<file path="src/rtl/tpu_host_sequencer_if.sv">
// rtl/tpu_host_sequencer_if.sv - host-side command, operand and result ports of the TPU sequencer
interface tpu_host_sequencer_if #(
  parameter int LANES  = 4,
  parameter int DATA_W = 8,
  parameter int ACC_W  = 32,
  parameter int DIM_W  = 8
);
  logic                      cmd_valid;
  logic                      cmd_ready;
  logic [DIM_W-1:0]          cmd_k;
  logic [DIM_W-1:0]          cmd_m;
  logic [DIM_W-1:0]          cmd_n;
  logic                      ld_valid;
  logic                      ld_ready;
  logic [LANES*DATA_W-1:0]   ld_data;
  logic                      res_valid;
  logic                      res_ready;
  logic [LANES*ACC_W-1:0]    res_data;
  logic                      res_last;
  logic                      done;
  logic                      err;

  modport master (
    output cmd_valid, cmd_k, cmd_m, cmd_n, ld_valid, ld_data, res_ready,
    input  cmd_ready, ld_ready, res_valid, res_data, res_last, done, err
  );

  modport slave (
    input  cmd_valid, cmd_k, cmd_m, cmd_n, ld_valid, ld_data, res_ready,
    output cmd_ready, ld_ready, res_valid, res_data, res_last, done, err
  );
endinterface

</file>
<file path="src/rtl/tpu_host_sequencer.sv">
// rtl/tpu_host_sequencer.sv - GEMM host sequencer: load A/B buffers, start TPU, wait, drain C
module tpu_host_sequencer #(
  parameter int LANES   = 4,
  parameter int DATA_W  = 8,
  parameter int ACC_W   = 32,
  parameter int IDX_W   = 16,
  parameter int DIM_W   = 8,
  parameter int TIMEOUT = 65535
) (
  input  logic                    clk,
  input  logic                    rst,
  tpu_host_sequencer_if.slave     host,
  output logic                    in_valid,
  output logic [DIM_W-1:0]        K,
  output logic [DIM_W-1:0]        M,
  output logic [DIM_W-1:0]        N,
  input  logic                    busy,
  output logic                    A_wr_en,
  output logic [IDX_W-1:0]        A_index,
  output logic [LANES*DATA_W-1:0] A_data_in,
  output logic                    B_wr_en,
  output logic [IDX_W-1:0]        B_index,
  output logic [LANES*DATA_W-1:0] B_data_in,
  output logic [IDX_W-1:0]        C_index,
  input  logic [LANES*ACC_W-1:0]  C_data_out
);
  localparam int RES_W = LANES*ACC_W;
  localparam int WC_W  = $clog2(TIMEOUT+1);
  localparam logic [WC_W-1:0] TMO_LAST = WC_W'(TIMEOUT-1);

  typedef enum logic [2:0] {
    S_IDLE, S_LOAD_A, S_LOAD_B, S_START, S_WAIT, S_DRAIN
  } state_t;

  state_t            state, state_nxt;
  logic [IDX_W-1:0]  cnt;
  logic [WC_W-1:0]   wait_cnt;
  logic [DIM_W-1:0]  k_q, m_q, n_q;
  logic [IDX_W-1:0]  na_q, nb_q, nc_q;
  logic              c_vld, c_first;
  logic [RES_W-1:0]  c_hold;
  logic              done_q, err_q;

  logic [IDX_W-1:0]  m_blk, n_blk, na_new, nb_new, nc_new;
  logic              dim_zero, cmd_fire, ld_fire, ld_last, res_fire, c_last;
  logic              wait_go, wait_tmo;

  // Block counts round partial lanes up; all products wrap at IDX_W bits.
  always_comb begin
    m_blk  = (IDX_W'(host.cmd_m) + IDX_W'(LANES-1)) / IDX_W'(LANES);
    n_blk  = (IDX_W'(host.cmd_n) + IDX_W'(LANES-1)) / IDX_W'(LANES);
    na_new = m_blk * IDX_W'(host.cmd_k);
    nb_new = n_blk * IDX_W'(host.cmd_k);
    nc_new = IDX_W'(host.cmd_m) * n_blk;
  end

  assign dim_zero = (host.cmd_k == '0) || (host.cmd_m == '0) || (host.cmd_n == '0);
  assign cmd_fire = (state == S_IDLE) && host.cmd_valid;
  assign ld_fire  = ((state == S_LOAD_A) || (state == S_LOAD_B)) && host.ld_valid;
  assign ld_last  = (cnt == (((state == S_LOAD_A) ? na_q : nb_q) - IDX_W'(1)));
  assign c_last   = (cnt == nc_q - IDX_W'(1));
  assign res_fire = (state == S_DRAIN) && c_vld && host.res_ready;
  // busy is not trusted on the first WAIT cycle: the TPU has not yet seen in_valid.
  assign wait_go  = (wait_cnt != '0) && !busy;
  assign wait_tmo = !wait_go && (wait_cnt == TMO_LAST);

  always_comb begin
    state_nxt      = state;
    host.cmd_ready = 1'b0;
    host.ld_ready  = 1'b0;
    host.res_valid = 1'b0;
    host.res_data  = '0;
    host.res_last  = 1'b0;
    host.done      = 1'b0;
    host.err       = 1'b0;
    in_valid       = 1'b0;
    K              = '0;
    M              = '0;
    N              = '0;
    A_wr_en        = 1'b0;
    A_index        = '0;
    A_data_in      = '0;
    B_wr_en        = 1'b0;
    B_index        = '0;
    B_data_in      = '0;
    C_index        = '0;
    if (!rst) begin
      host.done = done_q;
      host.err  = err_q;
      if (state != S_IDLE) begin
        K = k_q;
        M = m_q;
        N = n_q;
      end
      case (state)
        S_IDLE: begin
          host.cmd_ready = 1'b1;
          if (host.cmd_valid && !dim_zero) state_nxt = S_LOAD_A;
        end
        S_LOAD_A: begin
          host.ld_ready = 1'b1;
          A_wr_en       = host.ld_valid;
          A_index       = cnt;
          A_data_in     = host.ld_data;
          if (host.ld_valid && ld_last) state_nxt = S_LOAD_B;
        end
        S_LOAD_B: begin
          host.ld_ready = 1'b1;
          B_wr_en       = host.ld_valid;
          B_index       = cnt;
          B_data_in     = host.ld_data;
          if (host.ld_valid && ld_last) state_nxt = S_START;
        end
        S_START: begin
          in_valid  = 1'b1;
          state_nxt = S_WAIT;
        end
        S_WAIT: begin
          if (wait_go)       state_nxt = S_DRAIN;
          else if (wait_tmo) state_nxt = S_IDLE;
        end
        S_DRAIN: begin
          C_index        = cnt;
          host.res_valid = c_vld;
          // First valid cycle passes the fresh read through; later stall cycles replay the capture.
          host.res_data  = c_vld ? (c_first ? C_data_out : c_hold) : '0;
          host.res_last  = c_vld && c_last;
          if (res_fire && c_last) state_nxt = S_IDLE;
        end
        default: state_nxt = S_IDLE;
      endcase
    end
  end

  always_ff @(posedge clk) begin
    if (rst) begin
      state    <= S_IDLE;
      cnt      <= '0;
      wait_cnt <= '0;
      k_q      <= '0;
      m_q      <= '0;
      n_q      <= '0;
      na_q     <= '0;
      nb_q     <= '0;
      nc_q     <= '0;
      c_vld    <= 1'b0;
      c_first  <= 1'b0;
      c_hold   <= '0;
      done_q   <= 1'b0;
      err_q    <= 1'b0;
    end else begin
      state  <= state_nxt;
      done_q <= 1'b0;
      err_q  <= 1'b0;
      if (cmd_fire) begin
        if (dim_zero) begin
          err_q <= 1'b1;
        end else begin
          k_q  <= host.cmd_k;
          m_q  <= host.cmd_m;
          n_q  <= host.cmd_n;
          na_q <= na_new;
          nb_q <= nb_new;
          nc_q <= nc_new;
          cnt  <= '0;
        end
      end
      if (ld_fire) cnt <= ld_last ? '0 : cnt + IDX_W'(1);
      if (state == S_START) wait_cnt <= '0;
      if (state == S_WAIT) begin
        wait_cnt <= wait_cnt + WC_W'(1);
        if (wait_tmo) err_q <= 1'b1;
        if (wait_go) begin
          cnt   <= '0;
          c_vld <= 1'b0;
        end
      end
      if (state == S_DRAIN) begin
        if (!c_vld) begin
          c_vld   <= 1'b1;
          c_first <= 1'b1;
        end else begin
          c_first <= 1'b0;
          if (c_first) c_hold <= C_data_out;
          if (host.res_ready) begin
            c_vld <= 1'b0;
            if (c_last) begin
              done_q <= 1'b1;
              cnt    <= '0;
            end else begin
              cnt <= cnt + IDX_W'(1);
            end
          end
        end
      end
    end
  end
endmodule

</file>
<file path="src/flat_wrapper.sv">
// flat-port wrapper written by rule: the top's interface ports become plain ports
module tpu_host_sequencer_flat 
#(
  parameter int LANES   = 4,
  parameter int DATA_W  = 8,
  parameter int ACC_W   = 32,
  parameter int IDX_W   = 16,
  parameter int DIM_W   = 8,
  parameter int TIMEOUT = 65535
)
  (clk, rst, in_valid, K, M, N, busy, A_wr_en, A_index, A_data_in, B_wr_en, B_index, B_data_in, C_index, C_data_out, host_cmd_valid, host_cmd_k, host_cmd_m, host_cmd_n, host_ld_valid, host_ld_data, host_res_ready, host_cmd_ready, host_ld_ready, host_res_valid, host_res_data, host_res_last, host_done, host_err);
  tpu_host_sequencer_if #(.LANES(LANES), .DATA_W(DATA_W), .ACC_W(ACC_W), .DIM_W(DIM_W)) host_i ();
  input  logic clk;
  input  logic rst;
  output logic in_valid;
  output logic [DIM_W-1:0] K;
  output logic [DIM_W-1:0] M;
  output logic [DIM_W-1:0] N;
  input  logic busy;
  output logic A_wr_en;
  output logic [IDX_W-1:0] A_index;
  output logic [LANES*DATA_W-1:0] A_data_in;
  output logic B_wr_en;
  output logic [IDX_W-1:0] B_index;
  output logic [LANES*DATA_W-1:0] B_data_in;
  output logic [IDX_W-1:0] C_index;
  input  logic [LANES*ACC_W-1:0] C_data_out;
  input wire logic [$bits(host_i.cmd_valid)-1:0] host_cmd_valid;
  input wire logic [$bits(host_i.cmd_k)-1:0] host_cmd_k;
  input wire logic [$bits(host_i.cmd_m)-1:0] host_cmd_m;
  input wire logic [$bits(host_i.cmd_n)-1:0] host_cmd_n;
  input wire logic [$bits(host_i.ld_valid)-1:0] host_ld_valid;
  input wire logic [$bits(host_i.ld_data)-1:0] host_ld_data;
  input wire logic [$bits(host_i.res_ready)-1:0] host_res_ready;
  output wire logic [$bits(host_i.cmd_ready)-1:0] host_cmd_ready;
  output wire logic [$bits(host_i.ld_ready)-1:0] host_ld_ready;
  output wire logic [$bits(host_i.res_valid)-1:0] host_res_valid;
  output wire logic [$bits(host_i.res_data)-1:0] host_res_data;
  output wire logic [$bits(host_i.res_last)-1:0] host_res_last;
  output wire logic [$bits(host_i.done)-1:0] host_done;
  output wire logic [$bits(host_i.err)-1:0] host_err;
  assign host_i.cmd_valid = host_cmd_valid;
  assign host_i.cmd_k = host_cmd_k;
  assign host_i.cmd_m = host_cmd_m;
  assign host_i.cmd_n = host_cmd_n;
  assign host_i.ld_valid = host_ld_valid;
  assign host_i.ld_data = host_ld_data;
  assign host_i.res_ready = host_res_ready;
  assign host_cmd_ready = host_i.cmd_ready;
  assign host_ld_ready = host_i.ld_ready;
  assign host_res_valid = host_i.res_valid;
  assign host_res_data = host_i.res_data;
  assign host_res_last = host_i.res_last;
  assign host_done = host_i.done;
  assign host_err = host_i.err;
  tpu_host_sequencer #(.LANES(LANES), .DATA_W(DATA_W), .ACC_W(ACC_W), .IDX_W(IDX_W), .DIM_W(DIM_W), .TIMEOUT(TIMEOUT)) u_core (.clk(clk), .rst(rst), .host(host_i), .in_valid(in_valid), .K(K), .M(M), .N(N), .busy(busy), .A_wr_en(A_wr_en), .A_index(A_index), .A_data_in(A_data_in), .B_wr_en(B_wr_en), .B_index(B_index), .B_data_in(B_data_in), .C_index(C_index), .C_data_out(C_data_out));
endmodule
</file>
<file path="config.mk">
export PLATFORM = sky130hd
export DESIGN_NAME = tpu_host_sequencer_flat
export DESIGN_NICKNAME = d
export VERILOG_FILES = /design/src/rtl/tpu_host_sequencer_if.sv /design/src/rtl/tpu_host_sequencer.sv /design/src/flat_wrapper.sv
export SDC_FILE = /design/constraint.sdc
export NUM_CORES = 1
export LEC_CHECK = 0
export ABC_AREA = 1
export CORE_ASPECT_RATIO = 1.25
export CORE_MARGIN = 2
export CORE_UTILIZATION = 40
export DETAILED_ROUTE_END_ITERATION = 8
export PLACE_DENSITY = 0.72
export SLEW_MARGIN = 20
export SYNTH_ARGS = -nofsm -noshare
export SYNTH_HDL_FRONTEND = slang
export SYNTH_SLANG_ARGS = --single-unit
</file>
<file path="constraint.sdc">
create_clock -name clk -period 7.4 [get_ports clk]
set_clock_uncertainty 0.05 [all_clocks]
set_input_delay 1.11 -clock clk [delete_from_list [all_inputs] [get_ports clk]]
set_output_delay 1.11 -clock clk [all_outputs]
set_load 0.02 [all_outputs]
</file>
Word-level counts from Yosys, hierarchy flattened
Index checks and enable logic that the tools add are counted.
{ "classes": {"n_addsub": 6, "multipliers": 3, "eq_ne": 13, "mux": 67, "bitwise": 4, "n_reduce_logical": 28} }
{ "op_table": {"columns": ["operator", "n"], "rows": [
  ["128-bit 2-to-1 mux", 4],
  ["16-bit 2-to-1 mux", 19],
  ["32-bit 2-to-1 mux", 4],
  ["8-bit 2-to-1 mux", 6],
  ["16-bit by 1-bit adder with 16-bit output, second input constant", 2],
  ["16-bit equality test", 2],
  ["14-bit by 8-bit multiplier with 16-bit output", 2],
  ["16-bit by 1-bit subtractor with 16-bit output, second input constant", 2],
  ["1-bit 2-to-1 mux", 27],
  ["8-bit zero test", 3],
  ["8-bit by 2-bit adder with 9-bit output, second input constant", 2],
  ["3-bit 2-to-1 mux", 6],
  ["3-bit one-hot mux with 6 select lines", 1],
  ["16-bit equality test, second input constant", 1],
  ["8-bit by 14-bit multiplier with 16-bit output", 1],
  ["16-bit nonzero test", 1],
  ["1-bit logical AND", 10],
  ["3-bit by 2-bit equality test with 1-bit output, second input constant", 2],
  ["3-bit equality test, second input constant", 2],
  ["2-bit != test, second input constant", 3],
  ["5-bit AND reduction", 1],
  ["1-bit inverter", 4],
  ["2-bit AND reduction", 2],
  ["4-bit OR reduction", 1],
  ["9 further kinds", 13]
]} }
{ "totals": {"regBits": 239, "in_bits": 190, "output_inout_bits": 273, "word_cells": 135} }

Depth between registers and ports, before layout
{ "depth": {"word_depth": 11, "ltp_mapped": 31} }

Worst setup path before layout
Ideal clock, no wire load.
{ "synth_path": {"path_kind": "input-to-reg", "start": "input port host_cmd_n[2]", "end": "register u_core.nc_q[13]", "setup_ns": 0.116, "arrival_ns": 6.107, "t_required_ns": 7.234, "path_slack_ns": 1.126, "cell_stages": 31, "path_buffers": 0, "path_cell_list": "inv_1 -> nor2_1 -> nand3_1 -> nor2_1 -> inv_1 -> nor2_1 -> inv_1 -> nor2_1 -> clkinv_1 -> nand2_2 -> inv_1 -> nand2_1 -> fa_1 -> fa_1 -> inv_1 -> fa_1 -> inv_1 -> fa_1 -> inv_1 -> ha_1 -> a21oi_1 -> nor2_1 -> a211oi_1 -> nand2_1 -> a21boi_0 -> nand3b_1 -> nand2_1 -> nand2_1 -> nand3_1 -> o211ai_1 -> inv_1"} }
{ "synth_via": {"elab_chain_len": 4, "elab_cells_between_ends": 6, "classes_between": "add/sub (1); mul (1); bitwise (1); reduce/logical (3)"} }
{ "synth_rtl": {"columns": ["element", "line_no", "rtl"], "rows": [
  ["start: declaration", "flat_wrapper.sv:31", "input wire logic [$bits(host_i.cmd_n)-1:0] host_cmd_n;"],
  ["branches (longest 4 deep; another with 8-bit by 14-bit multiplier with 16-bit output)", null, null],
  ["end signal: assignment", "tpu_host_sequencer.sv:164", "nc_q <= nc_new;"],
  ["end: declaration", "tpu_host_sequencer.sv:39", "logic [IDX_W-1:0] na_q, nb_q, nc_q;"]
]} }
Parallel ways; which one is timed is not known.
A chain may end at the register's enable or synchronous reset.

Worst setup path in the final report
{ "layout_path": {"start": "input port host_cmd_n[1]", "end": "register u_core.nc_q[13]"} }
The elaborated chain is that of the path after synthesis.

==> out/qor.csv <==
metric;value;unit
status;finished, final reports clean;
whs_path_depth;2;
antenna_found_initial;11;
grt_max_degree;128;
fin_ws;0.804;ns
critPathKind;input port to flop;
drc;0;
grt-ovfl-total;0;
cp.arrival;7.01;ns
cts_buffer_depth;3;
dr.pass1.iters;5;
syn_area;0.0184;mm²
power_density;240;mW/mm²
cts_inserted_buffers;27;
min_period;6.60;ns
dp_cells;3647;
ys_seq_area_share;26.0;%
fin_crit_sh;89.1;%
syn_area_per_cell;6.71;µm²
ant_nets;0;
syn_nets;3135;
preCtsSetupSlack;0.283;ns
ff2ff_path_depth;19;
post-cts-setup-buffers;0;
postLayoutCoreUtil;53.6;%
max_freq;152;MHz
r2r_start;u_core.state[2]$_SDFFE_PP0P_;
dieArea;0.0477;mm²
rsz0062_at_grt;no;
layoutNonFillerInstCount;3697;
fin_tns_setup;0;ns
avgRoutedWirePerCell;18.2;µm
cp_common_cell;inv_1;
holdWs;0.409;ns
cts.clk_slew.worst_paths;0.06;ns
setup_viol;0;
crit_path_max_incr_delay;0.49;ns
critPathMaxFanout;10;
fin_nets;3492;
start_kind;input port;
r2r-end;u_core.cnt[14]$_SDFF_PP0_;
fp.dieW;196;µm
vias;19300;
maxSlewViolCount;0;
rows;87;
area_growth;32.0;%
cts_resized;0;
maxCapViolations;0;
ir_worst_vdd;0.180;mV
hold_class;flop to flop;
clock_latency;0.57;ns
total_power;5.81;mW
grt_pass1_wl;103;mm
viasPerCell;5.22;
start_util;40.6;%
critPathSlowestCell;clkdlybuf4s50_1;
clock_sinks;239;
worst_slew_pin_slew;1.04;ns
netlist_instances;2741;
cp.required;7.81;ns
drt_iter0_drc;1140;
fill_cells;4489;
place_hpwl;52.9;mm
r2r_slack;3.56;ns
die_h;244;µm
cts_max_level;1;
track_usage;27.2;%
fin_area;0.0243;mm²
relSlewSlack;30.7;%
layout-drive-gt1-share;3.37;%
whs_endpoint;u_core.n_q[0]$_SDFFE_PP0P_;
dpl_cell_area;0.0233;mm²
mostFrequentLayoutCell;nor2_1;
core_area;0.0453;mm²
place.gp.congestion;0.964;
yosys.cell_types.count;44;
io_buffers;462;
grt_pass1_vias;18500;
synth_seq_cells;239;
hp-start;u_core.n_q[0]$_SDFFE_PP0P_;
cellLeakagePower;10.2;nW
clock-root-buffer;clkbuf_16;
tritoncts;built;
layout_common_cells;nor2_1 (527), clkdlybuf4s50_1 (461), inv_1 (428), nand2_1 (311), a21oi_1 (273);
ios;463;
cts_hold_buf;0;
hold_viol;0;
drt_wl_total;67.2;mm
worst_setup_path_end_kind;flop;
yosys_warnings;0;
## Yosys cell counts, drive strengths merged
library cell | number | area share, %
nor3 | 102 | 2.8
a211oi | 9 | 0.37
a21boi | 2 | 0.082
nand3 | 103 | 2.9
nand4 | 17 | 0.58
xnor3 | 1 | 0.12
clkbuf | 138 | 2.8
a21o | 1 | 0.041
o2111ai | 1 | 0.048
a21oi | 273 | 7.4
nor2 | 537 | 11
or2 | 8 | 0.27
nand2 | 317 | 6.5
clkinv | 6 | 0.12
and3 | 1 | 0.034
a221oi | 1 | 0.048
xnor2 | 27 | 1.3
a31oi | 5 | 0.17
nand3b | 9 | 0.37
o22ai | 129 | 4.4
xor2 | 42 | 2.0
o21ai | 99 | 2.8
nor4 | 7 | 0.24
fa | 87 | 9.5
inv | 433 | 8.8
a311oi | 1 | 0.048
o211ai | 4 | 0.16
o31ai | 1 | 0.041
dfxtp | 239 | 26
o21bai | 7 | 0.29
ha | 117 | 8.0
buf | 17 | 0.52
## flip-flops by register name (all words and copies together), names as in the netlist
register and cells:
u_core.c_first 1, u_core.n_q 8, u_core.state 3, u_core.nb_q 16, u_core.k_q 8, u_core.err_q 1
u_core.done_q 1, u_core.c_vld 1, u_core.na_q 16, u_core.c_hold 128, u_core.nc_q 16, u_core.m_q 8
u_core.wait_cnt 16, u_core.cnt 16
## how the worst max path moves through the flow
stage	from	endpoint	slack (ns)	cells after the start
floorplan	host_cmd_n[2]	u_core.nc_q[13]$_SDFFE_PP0P_	1.13	31
global placement	host_cmd_n[1]	u_core.nc_q[13]$_SDFFE_PP0P_	0.45	32
detailed placement	host_cmd_n[1]	u_core.nc_q[13]$_SDFFE_PP0P_	0.28	32
CTS	host_cmd_n[1]	u_core.nc_q[13]$_SDFFE_PP0P_	0.87	32
global route	host_cmd_n[1]	u_core.nc_q[13]$_SDFFE_PP0P_	0.31	32
finish	host_cmd_n[1]	u_core.nc_q[13]$_SDFFE_PP0P_	0.80	32
## critical path: cells and delay by family
| kind | cells | cell delay, ns |
|---|---|---|
| adder cells (fa/ha/maj) | 5 | 2.19 |
| buffers and inverters | 9 | 1.28 |
| AO/OA/AOI/OAI | 4 | 0.69 |
| AND/OR/NAND/NOR | 14 | 1.70 |
## power breakdown
| group | switching [mW] | internal, mW | total (mW) |
|---|---|---|---|
| logic | 1.77 | 1.04 | 2.82 |
| clock network | 0.575 | 0.841 | 1.42 |
| registers | 0.143 | 1.44 | 1.58 |
## area by class of cell
class | instances | area (µm²) | share of cell area, %
multi-input combinational | 1908 | 11400 | 46.8
timing repair buffer | 483 | 4790 | 19.8
sequential | 239 | 4790 | 19.7
inverter | 439 | 1660 | 6.83
clock buffer | 40 | 825 | 3.40
tap | 578 | 723 | 2.98
clock inverter | 9 | 114 | 0.469
antenna | 1 | 2.50 | 0.0103
## cells by family (layout without fill, tap and decap cells)
family                   after synthesis  in the layout  synth area share, %
AO/OA/AOI/OAI                        533            533                 15.9
XOR/XNOR                              70             70                 3.41
adder cells (fa/ha/maj)              204            204                 17.4
AND/OR/NAND/NOR                     1101           1101                 24.9
flip-flops                           239            239                 26.0
other                                  0              1                    0
buffers and inverters                594            971                 12.3
## layer usage
| layer | share of wire, % | wire (µm) | global-route usage (%) | up-vias |
|---|---|---|---|---|
| met3 | 8.5 | 5700 | 7.41 | 137 |
| met1 | 41 | 27300 | 32.2 | 8937 |
| met4 | 3.9 | 2610 | 10.5 | 18 |
| met5 | 0.14 | 97 | 0 | - |
| li1 | - | - | - | 9537 |
| met2 | 47 | 31400 | 46.9 | 662 |
Note: power is estimated with default switching activity, not from simulation.
